[src/rtl/mips_ctrl_pkg.sv]
// Shared encodings for the multicycle MIPS main controller: opcodes, FSM states,
// mux-select constants and the raw control word produced by the state decoder.
package mips_ctrl_pkg;

  localparam logic [5:0] OP_RTYPE = 6'b000000;
  localparam logic [5:0] OP_LW    = 6'b100011;
  localparam logic [5:0] OP_SW    = 6'b101011;
  localparam logic [5:0] OP_BEQ   = 6'b000100;
  localparam logic [5:0] OP_ADDI  = 6'b001000;
  localparam logic [5:0] OP_J     = 6'b000010;

  typedef enum logic [3:0] {
    S_RESET   = 4'd0,
    S_FETCH   = 4'd1,
    S_DECODE  = 4'd2,
    S_MEMADR  = 4'd3,
    S_MEMRD   = 4'd4,
    S_MEMWB   = 4'd5,
    S_MEMWR   = 4'd6,
    S_RTYPEEX = 4'd7,
    S_RTYPEWB = 4'd8,
    S_BEQEX   = 4'd9,
    S_ADDIEX  = 4'd10,
    S_ADDIWB  = 4'd11,
    S_JEX     = 4'd12
  } state_t;

  localparam logic [1:0] ALUOP_ADD     = 2'b00;
  localparam logic [1:0] ALUOP_SUB     = 2'b01;
  localparam logic [1:0] ALUOP_FUNCT   = 2'b10;

  localparam logic [1:0] ALUSRCB_RT    = 2'b00;
  localparam logic [1:0] ALUSRCB_FOUR  = 2'b01;
  localparam logic [1:0] ALUSRCB_IMM   = 2'b10;
  localparam logic [1:0] ALUSRCB_IMMSH = 2'b11;

  localparam logic [1:0] PCSRC_ALU     = 2'b00;
  localparam logic [1:0] PCSRC_ALUOUT  = 2'b01;
  localparam logic [1:0] PCSRC_JUMP    = 2'b10;

  // mem_gate marks enables that only fire on the cycle memory completes
  typedef struct packed {
    logic       pcwrite;
    logic       branch;
    logic       irwrite;
    logic       memwrite;
    logic       regwrite;
    logic       iord;
    logic       memtoreg;
    logic       regdst;
    logic       alusrca;
    logic [1:0] alusrcb;
    logic [1:0] pcsrc;
    logic [1:0] aluop;
    logic       mem_gate;
  } ctrl_t;

endpackage

[src/rtl/mc_ctrl_outdec.sv]
// Purely combinational Moore decode of the FSM state into the raw control word.
module mc_ctrl_outdec
  import mips_ctrl_pkg::*;
(
  input  state_t state,
  output ctrl_t  ctrl
);

  always_comb begin
    ctrl = '0;
    case (state)
      S_FETCH: begin
        ctrl.alusrcb  = ALUSRCB_FOUR;
        ctrl.aluop    = ALUOP_ADD;
        ctrl.pcsrc    = PCSRC_ALU;
        ctrl.irwrite  = 1'b1;
        ctrl.pcwrite  = 1'b1;
        ctrl.mem_gate = 1'b1;
      end
      S_DECODE: begin
        ctrl.alusrcb = ALUSRCB_IMMSH;
        ctrl.aluop   = ALUOP_ADD;
      end
      S_MEMADR: begin
        ctrl.alusrca = 1'b1;
        ctrl.alusrcb = ALUSRCB_IMM;
        ctrl.aluop   = ALUOP_ADD;
      end
      S_MEMRD: ctrl.iord = 1'b1;
      S_MEMWB: begin
        ctrl.memtoreg = 1'b1;
        ctrl.regwrite = 1'b1;
      end
      S_MEMWR: begin
        ctrl.iord     = 1'b1;
        ctrl.memwrite = 1'b1;
      end
      S_RTYPEEX: begin
        ctrl.alusrca = 1'b1;
        ctrl.alusrcb = ALUSRCB_RT;
        ctrl.aluop   = ALUOP_FUNCT;
      end
      S_RTYPEWB: begin
        ctrl.regdst   = 1'b1;
        ctrl.regwrite = 1'b1;
      end
      S_BEQEX: begin
        ctrl.alusrca = 1'b1;
        ctrl.alusrcb = ALUSRCB_RT;
        ctrl.aluop   = ALUOP_SUB;
        ctrl.pcsrc   = PCSRC_ALUOUT;
        ctrl.branch  = 1'b1;
      end
      S_ADDIEX: begin
        ctrl.alusrca = 1'b1;
        ctrl.alusrcb = ALUSRCB_IMM;
        ctrl.aluop   = ALUOP_ADD;
      end
      S_ADDIWB: ctrl.regwrite = 1'b1;
      S_JEX: begin
        ctrl.pcsrc   = PCSRC_JUMP;
        ctrl.pcwrite = 1'b1;
      end
      default: ctrl = '0;
    endcase
  end

endmodule

[src/rtl/mc_maindec.sv]
// Multicycle MIPS main-control FSM: sequencing, mem_ready handshake gating
// and a wrapping retired-instruction counter.
module mc_maindec
  import mips_ctrl_pkg::*;
#(
  parameter int unsigned RETIRE_CNT_W = 32
) (
  input  logic                    clk,
  input  logic                    rst_n,
  input  logic [5:0]              op,
  input  logic                    zero,
  input  logic                    mem_ready,
  output logic                    pcen,
  output logic                    irwrite,
  output logic                    memwrite,
  output logic                    regwrite,
  output logic                    iord,
  output logic                    memtoreg,
  output logic                    regdst,
  output logic                    alusrca,
  output logic [1:0]              alusrcb,
  output logic [1:0]              pcsrc,
  output logic [1:0]              aluop,
  output logic                    illegal_op,
  output logic [3:0]              state,
  output logic [RETIRE_CNT_W-1:0] instret
);

  state_t state_q, state_d;
  ctrl_t  ctrl;
  logic   gate;
  logic   retire;

  mc_ctrl_outdec u_outdec (
    .state (state_q),
    .ctrl  (ctrl)
  );

  always_ff @(posedge clk or negedge rst_n) begin
    if (!rst_n) begin
      state_q <= S_RESET;
      instret <= '0;
    end else begin
      state_q <= state_d;
      if (retire) instret <= instret + RETIRE_CNT_W'(1);
    end
  end

  always_comb begin
    state_d    = S_FETCH;
    illegal_op = 1'b0;
    retire     = 1'b0;
    case (state_q)
      S_RESET:   state_d = S_FETCH;
      S_FETCH:   state_d = mem_ready ? S_DECODE : S_FETCH;
      S_DECODE: begin
        case (op)
          OP_LW, OP_SW: state_d = S_MEMADR;
          OP_RTYPE:     state_d = S_RTYPEEX;
          OP_BEQ:       state_d = S_BEQEX;
          OP_ADDI:      state_d = S_ADDIEX;
          OP_J:         state_d = S_JEX;
          default: begin
            state_d    = S_FETCH;
            illegal_op = 1'b1;
          end
        endcase
      end
      S_MEMADR:  state_d = (op == OP_LW) ? S_MEMRD : S_MEMWR;
      S_MEMRD:   state_d = mem_ready ? S_MEMWB : S_MEMRD;
      S_MEMWR: begin
        state_d = mem_ready ? S_FETCH : S_MEMWR;
        retire  = mem_ready;
      end
      S_RTYPEEX: state_d = S_RTYPEWB;
      S_ADDIEX:  state_d = S_ADDIWB;
      S_MEMWB, S_RTYPEWB, S_BEQEX, S_ADDIWB, S_JEX: begin
        state_d = S_FETCH;
        retire  = 1'b1;
      end
      default:   state_d = S_FETCH;
    endcase
  end

  assign gate     = ctrl.mem_gate ? mem_ready : 1'b1;
  assign pcen     = (ctrl.pcwrite & gate) | (ctrl.branch & zero);
  assign irwrite  = ctrl.irwrite & gate;
  assign memwrite = ctrl.memwrite;
  assign regwrite = ctrl.regwrite;
  assign iord     = ctrl.iord;
  assign memtoreg = ctrl.memtoreg;
  assign regdst   = ctrl.regdst;
  assign alusrca  = ctrl.alusrca;
  assign alusrcb  = ctrl.alusrcb;
  assign pcsrc    = ctrl.pcsrc;
  assign aluop    = ctrl.aluop;
  assign state    = state_q;

endmodule

[config.mk]
export PLATFORM = sky130hd
export DESIGN_NAME = mc_maindec
export DESIGN_NICKNAME = d
export VERILOG_FILES = /design/src/rtl/mips_ctrl_pkg.sv /design/src/rtl/mc_ctrl_outdec.sv /design/src/rtl/mc_maindec.sv
export SDC_FILE = /design/constraint.sdc
export NUM_CORES = 1
export LEC_CHECK = 0
export BUFFER_PORTS_ARGS = -buffer_cell sky130_fd_sc_hd__buf_2
export CAP_MARGIN = 20
export CORE_ASPECT_RATIO = 1.25
export CORE_UTILIZATION = 40
export CTS_CLUSTER_SIZE = 8
export DETAILED_ROUTE_END_ITERATION = 6
export SYNTH_ARGS = -nofsm -noshare
export SYNTH_HDL_FRONTEND = slang
export SYNTH_SLANG_ARGS = --single-unit
[constraint.sdc]
create_clock -name clk -period 1.85 [get_ports clk]
set_clock_uncertainty 0.05 [all_clocks]
set_input_delay 0 -clock clk [delete_from_list [all_inputs] [get_ports clk]]
set_output_delay 0 -clock clk [all_outputs]
set_load 0.02 [all_outputs]
* Yosys cells after proc, flatten, opt, wreduce, memory -nomap -nowiden
Cells that the tools add are included.
** Storage, ports and cells
- Register bits :: 36
- Bits in latches :: 0
- Memory bits (writable) :: 0
- Bits in read-only memories :: 0
- Bits of input ports :: 10
- Output and inout bits :: 51
- Word-level logic and storage cells :: 55
- Memories :: 0
** Operators by class
- $add $sub $neg :: 1
- Multipliers :: 0
- Divide/modulo/power cells :: 0
- Magnitude comparators :: 0
- Eq/ne operators :: 17
- Shifts and indexed selects :: 0
- Muxes and demuxes :: 22
- Bitwise gates (word level) :: 4
- Reduce and logical (&&, ||, !) cells :: 9
** Operator list (number)
- 32-bit by 1-bit adder with 32-bit output (second input constant) :: 1
- 4-bit one-hot mux with 7 select lines :: 1
- 4-bit == test (second input constant) :: 5
- 4-bit one-hot mux with 5 select lines :: 1
- 4-bit by 3-bit == test with 1-bit output (second input constant) :: 4
- 1-bit 2-to-1 mux :: 13
- 6-bit == test (second input constant) :: 2
- 4-bit by 2-bit == test with 1-bit output (second input constant) :: 2
- 2-bit one-hot mux with 2 select lines :: 2
- 2-bit OR reduction :: 4
- 6-bit by 2-bit == test with 1-bit output (second input constant) :: 1
- 6-bit by 3-bit == test with 1-bit output (second input constant) :: 1
- 6-bit by 4-bit == test with 1-bit output (second input constant) :: 1
- 6-bit zero test :: 1
- 2-bit one-hot mux with 3 select lines :: 1
- 6-bit OR reduction :: 1
- 5-bit OR reduction :: 1
- 4-bit by 1-bit == test with 1-bit output (second input constant) :: 1
- 2-bit 2-to-1 mux :: 2
- 4-bit OR reduction :: 1
- 1-bit AND :: 3
- 3-bit 2-to-1 mux :: 1
- 3-bit OR reduction :: 1
- 1-bit one-hot mux with 2 select lines :: 1
- 1-bit bitwise OR :: 1

* Logic depth before layout (Yosys ltp)
Gate-level depths: netlist (run 1).
- Depth in word-level cells :: 5
- Mapped depth :: 7
- Mapped depth without buffers :: 6

* Modules after synthesis
From an unflattened synthesis (run 1), not the netlist that was laid out.
** Second synthesis, totals
- Cells, all modules :: 227
- Area, all modules :: 2112.0 um^2
** By module, submodules not included
- mc_maindec :: instances 1, cells an instance 196, area an instance 1885.6 um^2, sequential area each 900.9 um^2
- mc_ctrl_outdec :: instances 1, cells an instance 31, area an instance 226.5 um^2, sequential area each 0.0 um^2

* Least setup slack after synthesis (run 1)
Ideal clock, no wire load.
- Path type :: flip-flop to flip-flop
- Start point :: register instret[0]
- End point :: register instret[6]
- Library setup time :: 0.132 ns
- Arrival :: 1.649 ns
- Data required time :: 1.668 ns
- Slack :: 0.018 ns
- Stages on the path, launching flop included :: 8
- Path buffers :: 1
- Period minus slack after synthesis :: 1.832 ns
- Path through :: dfrtp_1 -> ha_1 -> nand3_1 -> and4bb_1 -> nor2_2 -> buf_4 -> nor2_1 -> xor2_1
** Between the ends
- Word-level cells in the longest chain between the ends :: 1
** Ends and longest elaborated chain
- start, declared :: line mc_maindec.sv:26 : output logic [RETIRE_CNT_W-1:0] instret
- start signal, assigned :: line mc_maindec.sv:45 : if (retire) instret <= instret + RETIRE_CNT_W'(1);
- 32-bit by 1-bit adder with 32-bit output :: line mc_maindec.sv:45
Every way passes these cells.
A chain may end at the register's enable or synchronous reset.

* Worst setup path after layout (run 1)
- Start point :: register state_q[0] (netlist: state[0])
- End point :: register instret[31]
** Between the ends
- Word-level cells in the longest chain between the ends :: 3
- Elaborated cells on any way between the ends :: 8
- Those cells by class :: 6 x eq/ne; 1 x mux; 1 x reduce/logical
** Ends and longest elaborated chain
- start, declared :: line mc_maindec.sv:29 : state_t state_q, state_d;
- start signal, assigned :: line mc_maindec.sv:44 : state_q <= state_d;
- 4-bit == test or 4-bit by 3-bit == test with 1-bit output (tied branches) :: line mc_maindec.sv:53 : case (state_q)
- 5-bit OR reduction :: line mc_maindec.sv:53
- 1-bit one-hot mux with 2 select lines * :: line mc_maindec.sv:53
Mark *: on every way between the ends. The rest lies on a longest branch, timed or not.

==> flow_summary_export.csv, run 1 <==
group,metric,value,unit
sta,worstMarginPinSlew,818,ps
sta,setup_viol,0,
clocking,cts_made_buffers,5,
sta,slew_headroom,45.5,%
yosys,ys_seq_area_share,43.2,%
yosys,syn_inst,214,
clocking,cts_sinks,36,
route,drc_errors,0,
sta,layout_setup_ws,96.9,ps
job,cap_violations,0,
place,place_area,2570,sq um
final_layout,layout.nets,304,
final_layout,num_antenna_cells,0,
sta,fmax,570,MHz
global_routing,grtUsageMet3,3.85,%
route,dr.first_iter.drc_count,74,
floorplan,rows,29,
sta,fin_crit_sh,94.8,%
yosys,ys_warn_count,0,
global_routing,grtUsageMet1,22.4,%
worst_setup_path,r2r_end,"instret[31]",
worst_setup_path,startpoint_type,"register",
run_status,status,"finished, final reports clean",
final_layout,area.growth.synth_to_final,29.4,%
global_routing,antenna_found_initial,0,
sta,hold_slack,130,ps
worst_setup_path,startpoint,"state[0]",
worst_setup_path,ff2ff_path_depth,5,
worst_setup_path,worst-path-max-fanout,12,
floorplan,dieArea,5510,sq um
yosys,syn_area,2090,sq um
global_routing,grt.busiest_layer,"met2",
sta,maxSlewViolCount,0,
clocking,cts.reportedPaths.clkPinSlew,60,ps
route,routed_wl,5.01,mm
final_layout,drive_gt1_share,38.2,%
route,drt-vias-per-instance,5.10,
yosys,synthFlopType,"dfrtp_1",
floorplan,start_util,41.4,%
place,io_buffers,60,
final_layout,most-common-layout-cells,"buf_2, dfrtp_1, xor2_1",
clocking,cts_tree,"built",
route,wl_per_cell,14.1,microns
clocking,clk_latency,290,ps
worst_hold_path,hold_path_class,"in2reg",
global_routing,grt_overflow_total,0,
clocking,cts_buffer_depth,2,
yosys,ys_seq_elements,36,
yosys,ys_async_sr_fraction,100,%
worst_setup_path,required,2010,ps
final_layout,final-seq-area,901,sq um
global_routing,grt_pass1_wl,8.20,mm
route,first_pass_iters,4,
power,p_per_area,1020,nW/um^2
worst_setup_path,worst_ep_arrival_time,1910,ps
global_routing,grt_use_met2,36.5,%
yosys,yosys.cell_types.count,43,
yosys,synth_edf_count,0,
clocking,cts-htree-levels,2,
floorplan,core_area,5040,sq um
route,vias,1810,
floorplan,dieWidth,66.6,microns
worst_hold_path,worstHoldStart,"mem_ready",
sta,hold_violations,0,
final_layout,n_fill_cell,479,
place,place.gp.congestion,0.744,
power,peakVddDrop,0.000746,V
power,p_leak,1.27,nW
final_layout,layout_commonest_cell,"buf_2",
worst_setup_path,r2r_start,"state[0]",
place,pre_cts_ws,9.37,ps
clocking,root_buffer,"clkbuf_8",
final_layout,fin_util,53.5,%
worst_setup_path,criticalPathCategory,"reg2reg",
route,ant_nets,0,
global_routing,grt_pass1_vias,1723,
sta,post-route-min-period,1750,ps
final_layout,design_area,2700,sq um
sta,rsz0062_at_grt,"yes",
worst_setup_path,critPathCaptureType,"register",
global_routing,globalRouteTotalUtil,20.1,%
global_routing,grt_max_degree,37,
floorplan,ios,61,
floorplan,die_h,82.7,microns
worst_hold_path,whs_endpoint,"state[1]",
worst_setup_path,rrSetupSlack,100,ps
yosys,syn_nets,225,
place,dp_hpwl,3.65,mm
final_layout,multiInputGateArea,1130,sq um
worst_hold_path,hold_depth,4,
yosys,avgSynthCellArea,9.75,sq um
[synth_stat cells (2+ instances only)]
master / count / area (sq um)
and3_1: 5 / 31.3
o21ai_0: 8 / 40.0
nor4_1: 3 / 18.8
buf_4: 2 / 15.0
nor3_2: 7 / 70.1
xor2_1: 25 / 219
nor3_1: 10 / 50.1
nor2b_1: 3 / 18.8
nand3_1: 10 / 50.1
nand2_1: 16 / 60.1
nor4_2: 5 / 62.6
dfrtp_1: 36 / 901
clkbuf_1: 4 / 15.0
xnor2_1: 8 / 70.1
o22ai_1: 2 / 12.5
a21oi_1: 7 / 35.0
nand4b_1: 2 / 17.5
buf_6: 2 / 22.5
buf_2: 3 / 15.0
nand2b_1: 5 / 31.3
inv_1: 6 / 22.5
nand4_1: 5 / 31.3
nor2_1: 19 / 71.3
nor2_2: 2 / 12.5
[worst max path at each step]
stage / to / slack, ps / cells after the start
global placement: instret[31] / 70 / 5
finish: instret[31] / 100 / 5
CTS: instret[28] / 30 / 7
floorplan: instret[6] / 20 / 7
detailed placement: instret[31] / 9 / 5
global route: instret[28] / -30 / 7
[registers in the layout (all words and copies together) (netlist names)]
signal	count
instret	32
state	4
[metrics by stage]
| stage | setup TNS, ps | std cells | power, mW |
|---|---|---|---|
| after CTS | 0 | 354 | 2.75 |
| after detailed placement | 0 | 346 | 2.21 |
| after global placement | 0 | 346 | 2.20 |
| after global routing | -26.7 | 355 | 2.95 |
| after floorplan | 0 | 214 | 1.72 |
| final | 0 | 355 | 2.75 |
[per-layer routing]
metal  wire (microns)  vias up
met1             2090      856
met2             2630       56
li1                 -      894
met5                0        -
met3              201        4
met4               90        0
[worst max-delay path, cell delays in order, from the launching register on]
cell and delay, ps:
dfrtp_1 430, nand3b_1 230, a21oi_2 230, o21ai_4 170, nor4_1 380, xor2_1 180
[cell type report]
cell class,count,share of cell area (%)
Sequential cell,36,33.4
Inverter,6,0.834
Multi-Input combinational cell,161,42.0
Tap cell,62,2.87
Timing Repair Buffer,83,18.1
Clock inverter,1,0.185
Clock buffer,6,2.69
[power by group]
part	total (mW)	switching [mW]	internal [mW]
Sequential	0.969	0.0852	0.884
Clock	0.523	0.267	0.256
Combinational	1.26	0.748	0.511
[kinds of logic after synthesis]
| logic type | after synthesis | synth area share (%) |
|---|---|---|
| AOI/OAI and AO/OA | 25 | 7.68 |
| and+or+nand+nor | 100 | 29.3 |
| DFF | 36 | 43.2 |
| muxes | 2 | 1.08 |
| xor gates and xnor gates | 33 | 13.9 |
| buffers and inverters | 17 | 4.32 |
| adders and majority gates | 1 | 0.600 |
[timing repair]
| item | 4_1_cts | 5_1_grt |
|---|---|---|
| resized for setup | 1 | 5 |
| endpoints found under the hold margin | 36 | 0 |
| pin swaps | 0 | 4 |
| buffers inserted | 0 | 1 |
| setup endpoints to repair | 1 | 4 |
| gates cloned | 0 | 0 |
| hold buffers | 1 | 0 |
No activity file was read; power rests on OpenSTA's default activity.
==> run 2: changes to the inputs <==
CAP_MARGIN = 30   (was 20)
CORE_MARGIN = 4   (was not set)
PLACE_DENSITY = 0.64   (was not set)
==> run 2 against run 1 <==
Count of clock-buffer cells in the layout is the same; hold slack lost 15 ps; cell count shrank 0.85%; utilization shrank 1.4 points; sequential share of layout area grew 0.65 points.
==> flow_summary_export.csv, run 2 (same netlist as run 1, synthesis figures left out) <==
group,metric,value,unit
final_layout,area.growth.synth_to_final,26.9,%
worst_setup_path,r2r_start,"state[1]",
clocking,cts_made_buffers,5,
worst_setup_path,worst_ep_arrival_time,1910,ps
global_routing,grt_overflow_total,0,
worst_setup_path,cp-endpoint,"instret[30]",
sta,hold_violations,0,
run_status,status,"finished, final reports clean",
sta,maxSlewViolCount,0,
clocking,cts_tree,"built",
route,drc_errors,0,
clocking,cts.reportedPaths.clkPinSlew,70,ps
clocking,root_buffer,"clkbuf_8",
sta,worstMarginPinSlew,798,ps
final_layout,num_antenna_cells,0,
worst_setup_path,required,2010,ps
sta,fin_crit_sh,94.7,%
clocking,cts_sinks,36,
power,peakVddDrop,0.000622,V
final_layout,drive_gt1_share,36.6,%
floorplan,ios,61,
final_layout,fin_cells,352,
worst_setup_path,startpoint_type,"register",
route,ant_nets,0,
worst_setup_path,ff2ff_path_depth,6,
final_layout,layout_commonest_cell,"buf_2",
place,placedCellCount,343,
global_routing,grt_pass1_vias,1707,
power,p_per_area,1000,nW/um^2
worst_setup_path,critPathCaptureType,"register",
worst_setup_path,rrSetupSlack,100,ps
worst_hold_path,hold_path_class,"in2reg",
sta,slew_headroom,46.8,%
route,drt-vias-per-instance,5.13,
route,wl_per_cell,13.5,microns
sta,hold_slack,115,ps
floorplan,rows,29,
place,place.gp.congestion,0.836,
place,pre_cts_ws,77.1,ps
global_routing,globalRouteTotalUtil,15.7,%
worst_setup_path,startpoint,"state[1]",
final_layout,most-common-layout-cells,"buf_2, dfrtp_1, xor2_1",
route,routed_wl,4.74,mm
sta,post-route-min-period,1750,ps
final_layout,largest_register_ffs,32,
floorplan,start_util,41.1,%
sta,setup_viol,0,
global_routing,grt_max_degree,37,
job,cap_violations,0,
global_routing,grt_pass1_wl,7.95,mm
place,io_buffers,60,
floorplan,die_h,88.7,microns
sta,layout_setup_ws,98.1,ps
sta,finalSetupTns,0,ps
sta,rsz0062_at_grt,"yes",
final_layout,layout.nets,301,
route,first_pass_iters,4,
floorplan,core_area,5080,sq um
clocking,clk_latency,290,ps
floorplan,dieWidth,72.6,microns
final_layout,regMostFlops,"instret",
floorplan,dieArea,6440,sq um
route,dr.first_iter.drc_count,46,
global_routing,antenna_found_initial,0,
power,p_total,2.66,mW
clocking,cts-htree-levels,2,
clocking,cts_buffer_depth,2,
worst_setup_path,criticalPathCategory,"reg2reg",
sta,fmax,571,MHz
worst_setup_path,worst-path-max-fanout,13,
place,dp_hpwl,3.60,mm
worst_setup_path,r2r_end,"instret[30]",
route,vias,1805,
power,p_leak,1.24,nW
==> run 2: metrics by stage <==
step           instance area (sq um)  utilization (%)
2_1_floorplan                   2090                -
3_3_place_gp                    2540             50.1
3_5_place_dp                    2540             50.1
4_1_cts                         2630             51.8
5_1_grt                         2650             52.1
6_report                        2650             52.1
==> run 2: final cells by class <==
class,instances,area [sq um]
fillers,512,2430
well taps,62,77.6
flip-flops and latches,36,901
clock buffers,6,72.6
repair buffers,80,465
inverters,6,22.5
multi-input cells,161,1100
clock inverters,1,5.00
==> run 2: power by group <==
| group | internal (mW) | total [mW] | leakage, nW | switching, mW |
|---|---|---|---|---|
| Sequential | 0.884 | 0.972 | 0.423 | 0.0888 |
| Clock | 0.256 | 0.519 | 0.0410 | 0.263 |
| Combinational | 0.465 | 1.17 | 0.774 | 0.705 |
==> run 2: how the worst min path moves through the flow <==
stage / start / end / slack [ps] / cells after the start
floorplan: rst_n / instret[0] / -350 / 0
global placement: rst_n / instret[17] / 80 / 1
detailed placement: rst_n / instret[18] / 90 / 1
CTS: mem_ready / state[1] / 110 / 4
global route: mem_ready / state[1] / 130 / 4
finish: mem_ready / state[1] / 110 / 4
==> run 2: repair_timing <==
action	4_1_cts	5_1_grt
endpoints found under the setup margin	0	4
endpoints found under the hold margin	36	0
hold buffers	1	0
buffers inserted	0	1
gates resized for setup	0	1
==> run 2: layer usage <==
| metal | vias to the layer above | part of all wire (%) | track usage [%] |
|---|---|---|---|
| li1 | 894 | - | - |
| met3 | 8 | 6.1 | 3.75 |
| met1 | 848 | 41 | 18.0 |
| met2 | 55 | 51 | 27.4 |
| met5 | - | 0 | 0 |
| met4 | 0 | 1.8 | 7.21 |
==> run 2: worst max-delay path, stage by stage (launching register included) <==
cell and delay [ps]:
dfrtp_1 420, nand2b_1 220, a211oi_2 300, nor2_2 80, buf_12 160, nor4_2 300, xor2_1 160
==> run 3: changes to the inputs <==
PLACE_DENSITY = 0.69   (was 0.64)
==> run 3 against run 2 <==
Fmax shrank 0.53%; largest power group unchanged; utilization increased by 0.47 points; highest routed layer unchanged; cell count shrank 0.57%; clock power about the same.
==> flow_summary_export.csv, run 3 (same netlist as run 1, synthesis figures left out) <==
group,metric,value,unit
worst_setup_path,rrSetupSlack,90,ps
worst_setup_path,critPathBufInv,1,
route,wl_per_cell,14.0,microns
final_layout,multiInputGateArea,1140,sq um
job,cap_violations,0,
final_layout,fin_cells,350,
global_routing,grt_pass1_vias,1865,
run_status,status,"finished, final reports clean",
worst_setup_path,worst_ep_arrival_time,1920,ps
global_routing,grt.busiest_layer,"met2",
worst_hold_path,hold_depth,4,
clocking,cts_made_buffers,5,
clocking,clk_latency,280,ps
route,dr.first_iter.drc_count,47,
final_layout,layout_commonest_cell,"buf_2",
clocking,cts_buffer_depth,2,
sta,fmax,568,MHz
power,peakVddDrop,0.000715,V
sta,slew_headroom,46.9,%
sta,hold_violations,0,
global_routing,grtUsageMet3,3.64,%
worst_setup_path,startpoint_type,"register",
global_routing,grt_max_degree,37,
route,first_pass_iters,4,
sta,post-route-min-period,1760,ps
worst_setup_path,ff2ff_path_depth,7,
place,placedCellCount,341,
power,p_per_area,1010,nW/um^2
place,io_buffers,60,
worst_setup_path,startpoint,"instret[1]",
worst_setup_path,r2r_end,"instret[26]",
route,routed_wl,4.90,mm
final_layout,final-seq-area,901,sq um
final_layout,num_antenna_cells,0,
global_routing,globalRouteTotalUtil,16.5,%
global_routing,antenna_found_initial,0,
final_layout,most-common-layout-cells,"buf_2, dfrtp_1, xor2_1",
worst_hold_path,hold_path_class,"in2reg",
worst_setup_path,timing.critical_path.cells,"ha_2 > nand3_1 > and4bb_1 > nor2_2 > buf_12 > nor4_4 > xor2_1",
worst_setup_path,critPathCaptureType,"register",
sta,worstMarginPinSlew,797,ps
floorplan,dieArea,6440,sq um
sta,maxSlewViolCount,0,
place,place.gp.congestion,0.825,
route,vias,1820,
worst_hold_path,worstHoldStart,"mem_ready",
clocking,cts-htree-levels,2,
floorplan,ios,61,
floorplan,core_area,5080,sq um
worst_setup_path,required,2000,ps
clocking,root_buffer,"clkbuf_8",
global_routing,grtUsageMet1,18.4,%
global_routing,grt_use_met2,30.0,%
worst_setup_path,cpPeakStageDelay,360,ps
worst_setup_path,criticalPathCategory,"reg2reg",
final_layout,layout.nets,299,
worst_setup_path,crit_path_top_delay_cell,"dfrtp_1",
final_layout,area.growth.synth_to_final,28.1,%
final_layout,n_fill_cell,492,
clocking,cts_tree,"built",
floorplan,rows,29,
place,dp_hpwl,3.68,mm
final_layout,largest_register_ffs,32,
sta,setup_viol,0,
place,pre_cts_ws,93.1,ps
sta,layout_setup_ws,88.8,ps
route,drt-vias-per-instance,5.20,
power,p_leak,1.26,nW
final_layout,regMostFlops,"instret",
sta,rsz0062_at_grt,"yes",
global_routing,grt_overflow_total,0,
floorplan,dieWidth,72.6,microns
final_layout,fin_util,52.6,%
floorplan,start_util,41.1,%
sta,fin_crit_sh,95.2,%
worst_setup_path,r2r_start,"instret[1]",
route,drc_errors,0,
clocking,cts_sinks,36,
worst_setup_path,cp_top_family,"simple AND/OR/NAND/NOR gates",
worst_setup_path,worst-path-max-fanout,13,
global_routing,grt_pass1_wl,8.38,mm
floorplan,die_h,88.7,microns
sta,hold_slack,114,ps
clocking,cts.reportedPaths.clkPinSlew,70,ps
final_layout,drive_gt1_share,37.2,%
route,ant_nets,0,
worst_hold_path,whs_endpoint,"state[1]",
-- run 3: area by class of cell --
cell class / count / share of cell area (%)
Multi-Input combinational cell: 161 / 42.8
Inverter: 6 / 0.843
Sequential cell: 36 / 33.7
Clock buffer: 6 / 2.72
Clock inverter: 1 / 0.187
Timing Repair Buffer: 78 / 16.9
Tap cell: 62 / 2.90
-- run 3: per-layer routing --
layer  wire, microns  vias up
met5               0        -
li1                -      892
met1            1980      863
met2            2550       57
met3             283        8
met4              91        0
-- run 3: worst register-to-register path, stage by stage, from the launching register on --
cell and delay (ps):
dfrtp_1 360, ha_2 180, nand3_1 120, and4bb_1 300, nor2_2 60, buf_12 160, nor4_4 270, xor2_1 180
-- run 3: metrics by stage --
| step | area [sq um] | power [mW] | TNS, ps |
|---|---|---|---|
| finish | 2670 | 2.69 | 0 |
| global route | 2670 | 2.88 | -26.0 |
| CTS | 2620 | 2.70 | 0 |
| detailed placement | 2530 | 2.17 | 0 |
| global placement | 2530 | 2.16 | 0 |
| floorplan | 2090 | 1.72 | 0 |
-- run 3: timing repair --
action	in CTS	in global routing
hold endpoints to repair	36	0
endpoints found under the setup margin	0	6
hold buffers	1	0
buffers inserted	0	1
gates resized for setup	0	7
-- run 3: worst max-delay path by stage --
stage / end / slack (ps) / cells after the start
4_1_cts: instret[26] / 80 / 7
3_5_place_dp: instret[26] / 90 / 7
5_1_grt: instret[26] / -20 / 7
6_report: instret[26] / 90 / 7
2_1_floorplan: instret[6] / 20 / 7
3_3_place_gp: instret[30] / 150 / 7
-- run 3: where the power goes --
group	switching, mW	total (mW)	leakage (nW)	internal (mW)
logic	0.723	1.19	0.799	0.468
clock network	0.263	0.518	0.0410	0.256
registers	0.0956	0.979	0.423	0.884
total	1.08	2.69	1.26	1.61
